[src/rtl/clock_divider_prog_if.sv]
// Control/status bundle for clock_divider_prog: run request, divisor load and divider outputs.
interface clock_divider_prog_if #(
  parameter int CNT_W = 8
);
  logic             en;
  logic [CNT_W-1:0] div_val;
  logic             div_load;
  logic             out_clk;
  logic             tick;
  logic [CNT_W-1:0] div_active;
  logic             load_pending;
  logic             running;

  modport master (
    output en, div_val, div_load,
    input  out_clk, tick, div_active, load_pending, running
  );

  modport slave (
    input  en, div_val, div_load,
    output out_clk, tick, div_active, load_pending, running
  );
endinterface

[src/rtl/clock_divider_prog.sv]
// Runtime-programmable integer clock divider with shadowed divisor and period-aligned stop.
// Optional CLKDIV_ODD50_EN adds a falling-edge flop giving exact 50% duty for odd divisors.
module clock_divider_prog #(
  parameter int CNT_W     = 8,
  parameter int DIV_RESET = 4
) (
  input  logic              clk,
  input  logic              reset,
  clock_divider_prog_if.slave bus
);

  typedef enum logic {S_IDLE, S_RUN} state_t;

  state_t           state_q, state_d;
  logic [CNT_W-1:0] cnt_q, cnt_d;
  logic [CNT_W-1:0] div_q, div_d;
  logic [CNT_W-1:0] shadow_q, shadow_d;
  logic             pend_q, pend_d;
  logic             out_q, out_d;
  logic             tick_q, tick_d;
  logic             wrap, boundary;
  logic [CNT_W-1:0] n_eff, h_eff, cnt_next, load_val;

  function automatic logic [CNT_W-1:0] clamp_div(input logic [CNT_W-1:0] v);
    return (v < CNT_W'(2)) ? CNT_W'(2) : v;
  endfunction

  // Number of cycles the rising-edge register holds out_clk high in a period of n.
  function automatic logic [CNT_W-1:0] high_len(input logic [CNT_W-1:0] n);
`ifdef CLKDIV_ODD50_EN
    return n >> 1;
`else
    return n - (n >> 1);
`endif
  endfunction

  always_ff @(posedge clk or posedge reset) begin
    if (reset) begin
      state_q  <= S_IDLE;
      cnt_q    <= '0;
      div_q    <= CNT_W'(DIV_RESET);
      shadow_q <= CNT_W'(DIV_RESET);
      pend_q   <= 1'b0;
      out_q    <= 1'b0;
      tick_q   <= 1'b0;
    end else begin
      state_q  <= state_d;
      cnt_q    <= cnt_d;
      div_q    <= div_d;
      shadow_q <= shadow_d;
      pend_q   <= pend_d;
      out_q    <= out_d;
      tick_q   <= tick_d;
    end
  end

  always_comb begin
    state_d  = state_q;
    cnt_d    = cnt_q;
    shadow_d = shadow_q;
    pend_d   = pend_q;
    out_d    = out_q;
    tick_d   = tick_q;
    load_val = clamp_div(bus.div_val);
    wrap     = (state_q == S_RUN) && (cnt_q == div_q - 1'b1);
    boundary = wrap || (state_q == S_IDLE);
    n_eff    = div_q;

    // Divisor changes only land on a period boundary; idle edges count as boundaries.
    if (boundary) begin
      if (bus.div_load) begin
        n_eff    = load_val;
        shadow_d = load_val;
        pend_d   = 1'b0;
      end else if (pend_q) begin
        n_eff  = shadow_q;
        pend_d = 1'b0;
      end
    end else if (bus.div_load) begin
      shadow_d = load_val;
      pend_d   = 1'b1;
    end
    div_d = n_eff;

    cnt_next = wrap ? '0 : cnt_q + 1'b1;
    h_eff    = high_len(n_eff);

    case (state_q)
      S_IDLE: begin
        cnt_d  = '0;
        tick_d = 1'b0;
        out_d  = bus.en;
        if (bus.en) state_d = S_RUN;
      end
      default: begin
        if (wrap && !bus.en) begin
          state_d = S_IDLE;
          cnt_d   = '0;
          out_d   = 1'b0;
          tick_d  = 1'b0;
        end else begin
          cnt_d  = cnt_next;
          out_d  = (cnt_next < h_eff);
          tick_d = (cnt_next == n_eff - 1'b1);
        end
      end
    endcase
  end

`ifdef CLKDIV_ODD50_EN
  logic neg_q;

  // Extends the high phase by half a clk period when the divisor is odd.
  always_ff @(negedge clk or posedge reset) begin
    if (reset) neg_q <= 1'b0;
    else       neg_q <= out_q & div_q[0];
  end

  assign bus.out_clk = out_q | neg_q;
`else
  assign bus.out_clk = out_q;
`endif

  assign bus.tick         = tick_q;
  assign bus.div_active   = div_q;
  assign bus.load_pending = pend_q;
  assign bus.running      = (state_q == S_RUN);

endmodule
[src/flat_wrapper.sv]
// flat-port wrapper written by rule: the top's interface ports become plain ports
module clock_divider_prog_flat 
#(
  parameter int CNT_W     = 8,
  parameter int DIV_RESET = 4
)
  (clk, reset, bus_en, bus_div_val, bus_div_load, bus_out_clk, bus_tick, bus_div_active, bus_load_pending, bus_running);
  clock_divider_prog_if #(.CNT_W(CNT_W)) bus_i ();
  input  logic clk;
  input  logic reset;
  input wire logic [$bits(bus_i.en)-1:0] bus_en;
  input wire logic [$bits(bus_i.div_val)-1:0] bus_div_val;
  input wire logic [$bits(bus_i.div_load)-1:0] bus_div_load;
  output wire logic [$bits(bus_i.out_clk)-1:0] bus_out_clk;
  output wire logic [$bits(bus_i.tick)-1:0] bus_tick;
  output wire logic [$bits(bus_i.div_active)-1:0] bus_div_active;
  output wire logic [$bits(bus_i.load_pending)-1:0] bus_load_pending;
  output wire logic [$bits(bus_i.running)-1:0] bus_running;
  assign bus_i.en = bus_en;
  assign bus_i.div_val = bus_div_val;
  assign bus_i.div_load = bus_div_load;
  assign bus_out_clk = bus_i.out_clk;
  assign bus_tick = bus_i.tick;
  assign bus_div_active = bus_i.div_active;
  assign bus_load_pending = bus_i.load_pending;
  assign bus_running = bus_i.running;
  clock_divider_prog #(.CNT_W(CNT_W), .DIV_RESET(DIV_RESET)) u_core (.clk(clk), .reset(reset), .bus(bus_i));
endmodule
[config.mk]
export PLATFORM = sky130hd
export DESIGN_NAME = clock_divider_prog_flat
export DESIGN_NICKNAME = d
export VERILOG_FILES = /design/src/rtl/clock_divider_prog_if.sv /design/src/rtl/clock_divider_prog.sv /design/src/flat_wrapper.sv
export SDC_FILE = /design/constraint.sdc
export NUM_CORES = 1
export LEC_CHECK = 0
export ABC_AREA = 1
export CELL_PAD_IN_SITES_DETAIL_PLACEMENT = 0
export CELL_PAD_IN_SITES_GLOBAL_PLACEMENT = 1
export CORE_ASPECT_RATIO = 0.5
export CORE_MARGIN = 2
export CORE_UTILIZATION = 42
export DETAILED_ROUTE_END_ITERATION = 12
export HOLD_SLACK_MARGIN = 0.03
export PLACE_DENSITY = 0.81
export SLEW_MARGIN = 20
export SYNTH_ARGS = -nofsm -noshare
export SYNTH_HDL_FRONTEND = slang
export SYNTH_SLANG_ARGS = --single-unit
[constraint.sdc]
create_clock -name clk -period 5.17 [get_ports clk]
set_input_delay 1.034 -clock clk [delete_from_list [all_inputs] [get_ports clk]]
set_output_delay 1.034 -clock clk [all_outputs]
set_load 0.05 [all_outputs]
# ---- Yosys cells after proc, flatten, opt, wreduce, memory -nomap -nowiden
# Cells that the tools add are included.
dict set report totals {
  reg_bits 28
  input_bits 12
  out_inout_bits 12
  elab_cells 37
}
dict set report classes {
  eq_ne 2
  n_bitwise 1
  magnitude_cmp 2
  addsub 4
  muxes 16
  n_reduce_logical 5
}
# op n
set op_table {}
lappend op_table {{$mux 8} 7}
lappend op_table {{$eq 8x8->1} 2}
lappend op_table {{$sub 8x1->8 const B} 2}
lappend op_table {{$mux 1} 9}
lappend op_table {{$add 8x1->8 const B} 1}
lappend op_table {{$lt 8x2->1 const B} 1}
lappend op_table {{$lt 8x8->1} 1}
lappend op_table {{$sub 8x7->8} 1}
lappend op_table {{$logic_and 1x1->1} 2}
lappend op_table {{$reduce_bool 2->1} 1}
lappend op_table {{$logic_not 1->1} 1}
lappend op_table {{$logic_or 1x1->1} 1}
lappend op_table {{$not 1->1} 1}

# ---- Longest topological paths before layout
dict set report logic_depth {
  ltp_word 9
  mapped_depth 30
  depth_no_buf 29
}

# ---- Least setup slack after synthesis
# Ideal clock, no wire load.
dict set report synth_timing {
  kind {register to register}
  from {register u_core.div_q[0], in the netlist u_core.bus.div_active[0]}
  to {register u_core.out_q, in the netlist u_core.bus.out_clk}
  path_buffers 1
  path_stages_with_launch 30
  setup_time_ps 117
  path_slack_ps 841
  t_required_ps 5053
  t_arrival_ps 4212
  synth_period_minus_slack_ps 4329
  cell_sequence {dfrtp_1 > inv_2 > ha_1 > inv_1 > nand2_1 > nand2_1 > nor2_1 > nand3_1 > a21oi_2 > nand3_4 > nand2_8 > buf_2 > nand2_1 > o21ai_0 > inv_1 > ha_1 > nor2_1 > nor2_1 > o21bai_1 > a21oi_1 > o21ai_0 > a21o_1 > a21oi_1 > xor2_1 > ha_1 > nand2_1 > nor2_1 > a21oi_1 > nand3_1 > nand2_1}
}
dict set report synth_via {
  elab_chain_len 9
  elab_cells_between_ends 13
  cone_classes {add/sub: 2; order compare: 1; eq/ne: 1; mux: 6; reduce/logical: 3}
}
# element line_no
set synth_rtl {}
lappend synth_rtl {{from (decl)} clock_divider_prog.sv:16} ;# logic [CNT_W-1:0] div_q, div_d;
lappend synth_rtl {{from (signal assigned)} clock_divider_prog.sv:41} ;# div_q <= CNT_W'(DIV_RESET);
lappend synth_rtl {{from (signal assigned)} clock_divider_prog.sv:49} ;# div_q <= div_d;
lappend synth_rtl {{$sub 8x1->8} clock_divider_prog.sv:65} ;# wrap = (state_q == S_RUN) && (cnt_q == div_q - 1'b1);
lappend synth_rtl {{$eq 8x8->1} clock_divider_prog.sv:65}
lappend synth_rtl {{$logic_and 1x1->1} clock_divider_prog.sv:65}
lappend synth_rtl {{$logic_or 1x1->1} clock_divider_prog.sv:66} ;# boundary = wrap || (state_q == S_IDLE);
lappend synth_rtl {{$mux 8} clock_divider_prog.sv:70} ;# if (boundary) begin
lappend synth_rtl {{via u_core.div_d[1]} clock_divider_prog.sv:16}
lappend synth_rtl {{$sub 8x7->8} clock_divider_prog.sv:33} ;# return n - (n >> 1);
lappend synth_rtl {{$lt 8x8->1} clock_divider_prog.sv:103} ;# out_d = (cnt_next < h_eff);
lappend synth_rtl {{$mux 1} clock_divider_prog.sv:96} ;# if (wrap && !bus.en) begin
lappend synth_rtl {{$mux 1} clock_divider_prog.sv:88} ;# case (state_q)
lappend synth_rtl {{via u_core.out_d} clock_divider_prog.sv:19} ;# logic out_q, out_d;
lappend synth_rtl {{to (signal assigned)} clock_divider_prog.sv:52} ;# out_q <= out_d;
lappend synth_rtl {{to (decl)} clock_divider_prog.sv:19}
# The timed path passes the listed nets, and every way through them passes these cells.
# A chain may end at the register's enable or synchronous reset.

# ---- Final worst setup path
dict set report layout_timing {
  from {input bus_div_val[3]}
  to {register u_core.out_q, in the netlist u_core.bus.out_clk}
}
dict set report layout_via {
  elab_chain_len 8
}
# element line_no
set layout_rtl {}
lappend layout_rtl {{from (decl)} flat_wrapper.sv:12} ;# input wire logic [$bits(bus_i.div_val)-1:0] bus_div_val;
lappend layout_rtl {{$lt 8x2->1} clock_divider_prog.sv:25} ;# return (v < CNT_W'(2)) ? CNT_W'(2) : v;
lappend layout_rtl {{$mux 8} clock_divider_prog.sv:25}
lappend layout_rtl {{$mux 8} clock_divider_prog.sv:71} ;# if (bus.div_load) begin
lappend layout_rtl {{$mux 8} clock_divider_prog.sv:70}
lappend layout_rtl {{via u_core.div_d[1]} clock_divider_prog.sv:16}
lappend layout_rtl {{$sub 8x7->8} clock_divider_prog.sv:33}
lappend layout_rtl {{$lt 8x8->1} clock_divider_prog.sv:103}
lappend layout_rtl {{$mux 1} clock_divider_prog.sv:96}
lappend layout_rtl {{$mux 1} clock_divider_prog.sv:88}
lappend layout_rtl {{via u_core.out_d} clock_divider_prog.sv:19}
# The timed path passes the listed nets, and every way through them passes these cells.

==> flow_summary_export.csv <==
group,metric,value,unit
run_status,outcome,"completed",
synthesis,synth_area,2550,µm²
final_layout,area_growth,16.3,%
setup_path,critical-path-top-delay-family,"compound AO/OA/AOI/OAI gates",
clock_network,ctsHoldBuffers,0,
floorplan,die_area,6750,µm²
final_layout,final_util,49.6,%
clock_network,clockBufferDepth,2,
sta,fin_ws,794,ps
setup_path,slowest_delay,430,ps
synthesis,synth.avg_cell_area,6.72,µm²
setup_path,rr_endpoint,"u_core.bus.out_clk",
grt,grt_pass1_wl,10300,µm
route,drt-initial-drc-count,130,
synthesis,synthFlopType,"dfrtp_1",
setup_path,cp_cell_sequence,"clkdlybuf4s50_1, nor2_1, inv_1, nor3_1, o21ai_0, nand2_1, nand2_1, o21ai_0, inv_1, ha_1, nor2_1, nor2_1, o21bai_1, a21oi_1, o21ai_0, a21o_1, a21oi_1, xor2_1, ha_1, nand2_1, nor2_1, a21oi_1, nand3_1, nand2_1",
synthesis,synth_largest_area_cell,"dfrtp_1",
sta,finalSetupTns,0,ps
sta,timing.final.crit_share,84.6,%
grt,grt_overflow,0,
sta,skew,4.15,ps
placed_design,dpl_worst_slack,527,ps
clock_network,clk_latency,260,ps
route,wire_per_inst,12.9,µm
clock_network,cts_resized,0,
floorplan,core_area,5980,µm²
sta,slew_violations,0,
pwr,power_density,155,nW/µm²
synthesis,synth-edff-count,0,
hold_path,hold_end,"u_core.shadow_q[7]",
route,ant_nets,0,
grt,track_usage,19.5,%
synthesis,synth_seq_area_share,27.5,%
clock_network,cts.clk_slew.worst_paths,70,ps
clock_network,root_buffer,"clkbuf_16",
setup_path,worst-path-buf-inv,3,
setup_path,arrival,4580,ps
clock_network,cts_buffers,3,
setup_path,r2r-start,"u_core.bus.div_active[0]",
sta,hold_viol,0,
final_layout,fillCellCount,613,
hold_path,holdPathStages,2,
sta,worst_slew_pin_slew,532,ps
clock_network,cts_tree,"built",
job,cap_violations,0,
setup_path,cp.required,5380,ps
synthesis,syn_inst,380,
hold_path,holdCritStartpoint,"u_core.shadow_q[7]",
sta,timing.fmax,229,MHz
floorplan,dieWidth,114,µm
sta,setup_viol,0,
floorplan,start_util,42.7,%
synthesis,syn-num-nets,417,
placed_design,dpl.hpwl,5020,µm
grt,grt_max_degree,29,
synthesis,synth_top_cell_area_share,25.5,%
floorplan,rows,20,
sta,slew_headroom,64.5,%
placed_design,gp_congestion,0.866,
sta,rsz0062_at_grt,"no",
pwr,p_leak,1.65,nW
setup_path,reg2reg_depth,28,
clock_network,post-cts-setup-buffers,0,
route,vias,2285,
synthesis,synthTopCellsByCount,"nand2_1, inv_1, nor2_1",
floorplan,io_pins,24,
clock_network,cts_sinks,28,
setup_path,start_kind,"input port",
sta,fin_crit,4380,ps
setup_path,cp-end-kind,"flip-flop",
final_layout,nNetsFinal,443,
route,drcViolationCount,0,
setup_path,cpMaxStageDelayCell,"clkdlybuf4s50_1",
route,totalWireLength,6220,µm
floorplan,die_y,59.1,µm
hold_path,hold_class,"reg -> reg",
synthesis,synth_cell_types,33,
placed_design,numPortBuffers,23,
synthesis,yosys.cell_count.top_type,"nand2_1",
synthesis,ys_seq_elements,28,
final_layout,num_antenna_cells,0,
synthesis,ys_async_sr_fraction,100,%
grt,first_global_vias,2130,
clock_network,htreeDepth,1,
setup_path,cp_max_fo,3,
pwr,ir_drop,0.123,mV
grt,antenna_found_initial,0,
final_layout,final_layout_size_suffix_gt1_share,9.88,%
synthesis,ys_warn_count,0,
synthesis,synth_area_leaders,"dfrtp_1, nand2_1, ha_1",
setup_path,rrSetupSlack,800,ps
route,routed_via_density,4.74,
route,drt_pass1_iterations,4,
setup_path,worst-setup-path-type,"in -> reg",
worst max path at each step:
stage                                   from  slack, ps  cells past startpoint                  to
finish                        bus_div_val[3]        790                     24  u_core.bus.out_clk
CTS                 u_core.bus.div_active[0]        770                     28  u_core.bus.out_clk
global route                  bus_div_val[2]        330                     24  u_core.bus.out_clk
detailed placement            bus_div_val[6]        530                     24  u_core.bus.out_clk
floorplan           u_core.bus.div_active[0]        840                     29  u_core.bus.out_clk
global placement              bus_div_val[3]        620                     24  u_core.bus.out_clk
sequential cells by signal, summed over array words and instances, names as in the netlist:
signal,flops
u_core.bus.div_active,8
u_core.bus.load_pending,1
u_core.bus.out_clk,1
u_core.bus.running,1
u_core.bus.tick,1
u_core.cnt_q,8
u_core.shadow_q,8
worst reg2reg max path, delay by kind of cell, from the launching register on:
kind / cells / cell delay, ps
adder cells (fa/ha/maj): 3 / 920
flip-flops: 1 / 450
AO/OA/AOI/OAI: 8 / 1230
XOR/XNOR: 1 / 140
buffers and inverters: 3 / 320
AND/OR/NAND/NOR: 13 / 1270
per-layer routing:
layer / track usage, % / share of wire (%) / vias up
li1: - / - / 1223
met1: 29.8 / 55 / 1031
met2: 30.5 / 42 / 29
met3: 1.74 / 2.8 / 2
met4: 3.14 / 0.43 / 0
met5: 0 / 0 / -
cells in the final DEF (no fill, tap or decap), types with 11 or more instances in the layout:
master	count
nand2_1	114
inv_1	55
nor2_1	38
nand3_1	27
dfrtp_1	26
ha_1	24
clkdlybuf4s50_1	23
o21ai_0	19
a21oi_1	12
nand2_2	11
stage by stage:
stage | power, mW | hold slack (ps) | instance area (µm²) | std cells
CTS | 0.468 | 471 | 2970 | 482
global placement | 0.266 | 444 | 2880 | 478
floorplan | 0.250 | 432 | 2550 | 380
global route | 0.482 | 492 | 2970 | 482
detailed placement | 0.266 | 451 | 2880 | 478
finish | 0.461 | 465 | 2970 | 482
where the power goes:
group          leakage [nW]  internal (mW)  switching, mW  total (mW)
clock                0.0442          0.119         0.0797       0.199
sequential            0.326          0.225        0.00188       0.227
combinational          1.28         0.0148         0.0205      0.0354
total                  1.65          0.359          0.102       0.461
cell families after synthesis:
family | after synthesis | synth area share (%)
DFF | 28 | 27.5
and+or+nand+nor | 207 | 36.1
adders and majority gates | 25 | 12.5
AOI/OAI and AO/OA | 40 | 9.17
buffers and inverters | 66 | 9.80
xor gates and xnor gates | 14 | 4.80
area by class of cell:
| class | count | area, µm² | area share, % |
|---|---|---|---|
| multi-input combinational | 286 | 1600 | 53.9 |
| sequential | 28 | 703 | 23.7 |
| timing repair buffer | 26 | 253 | 8.51 |
| inverter | 61 | 229 | 7.71 |
| tap | 77 | 96.3 | 3.24 |
| clock buffer | 4 | 88.8 | 2.99 |
Note: power is estimated with default switching activity, not from simulation.
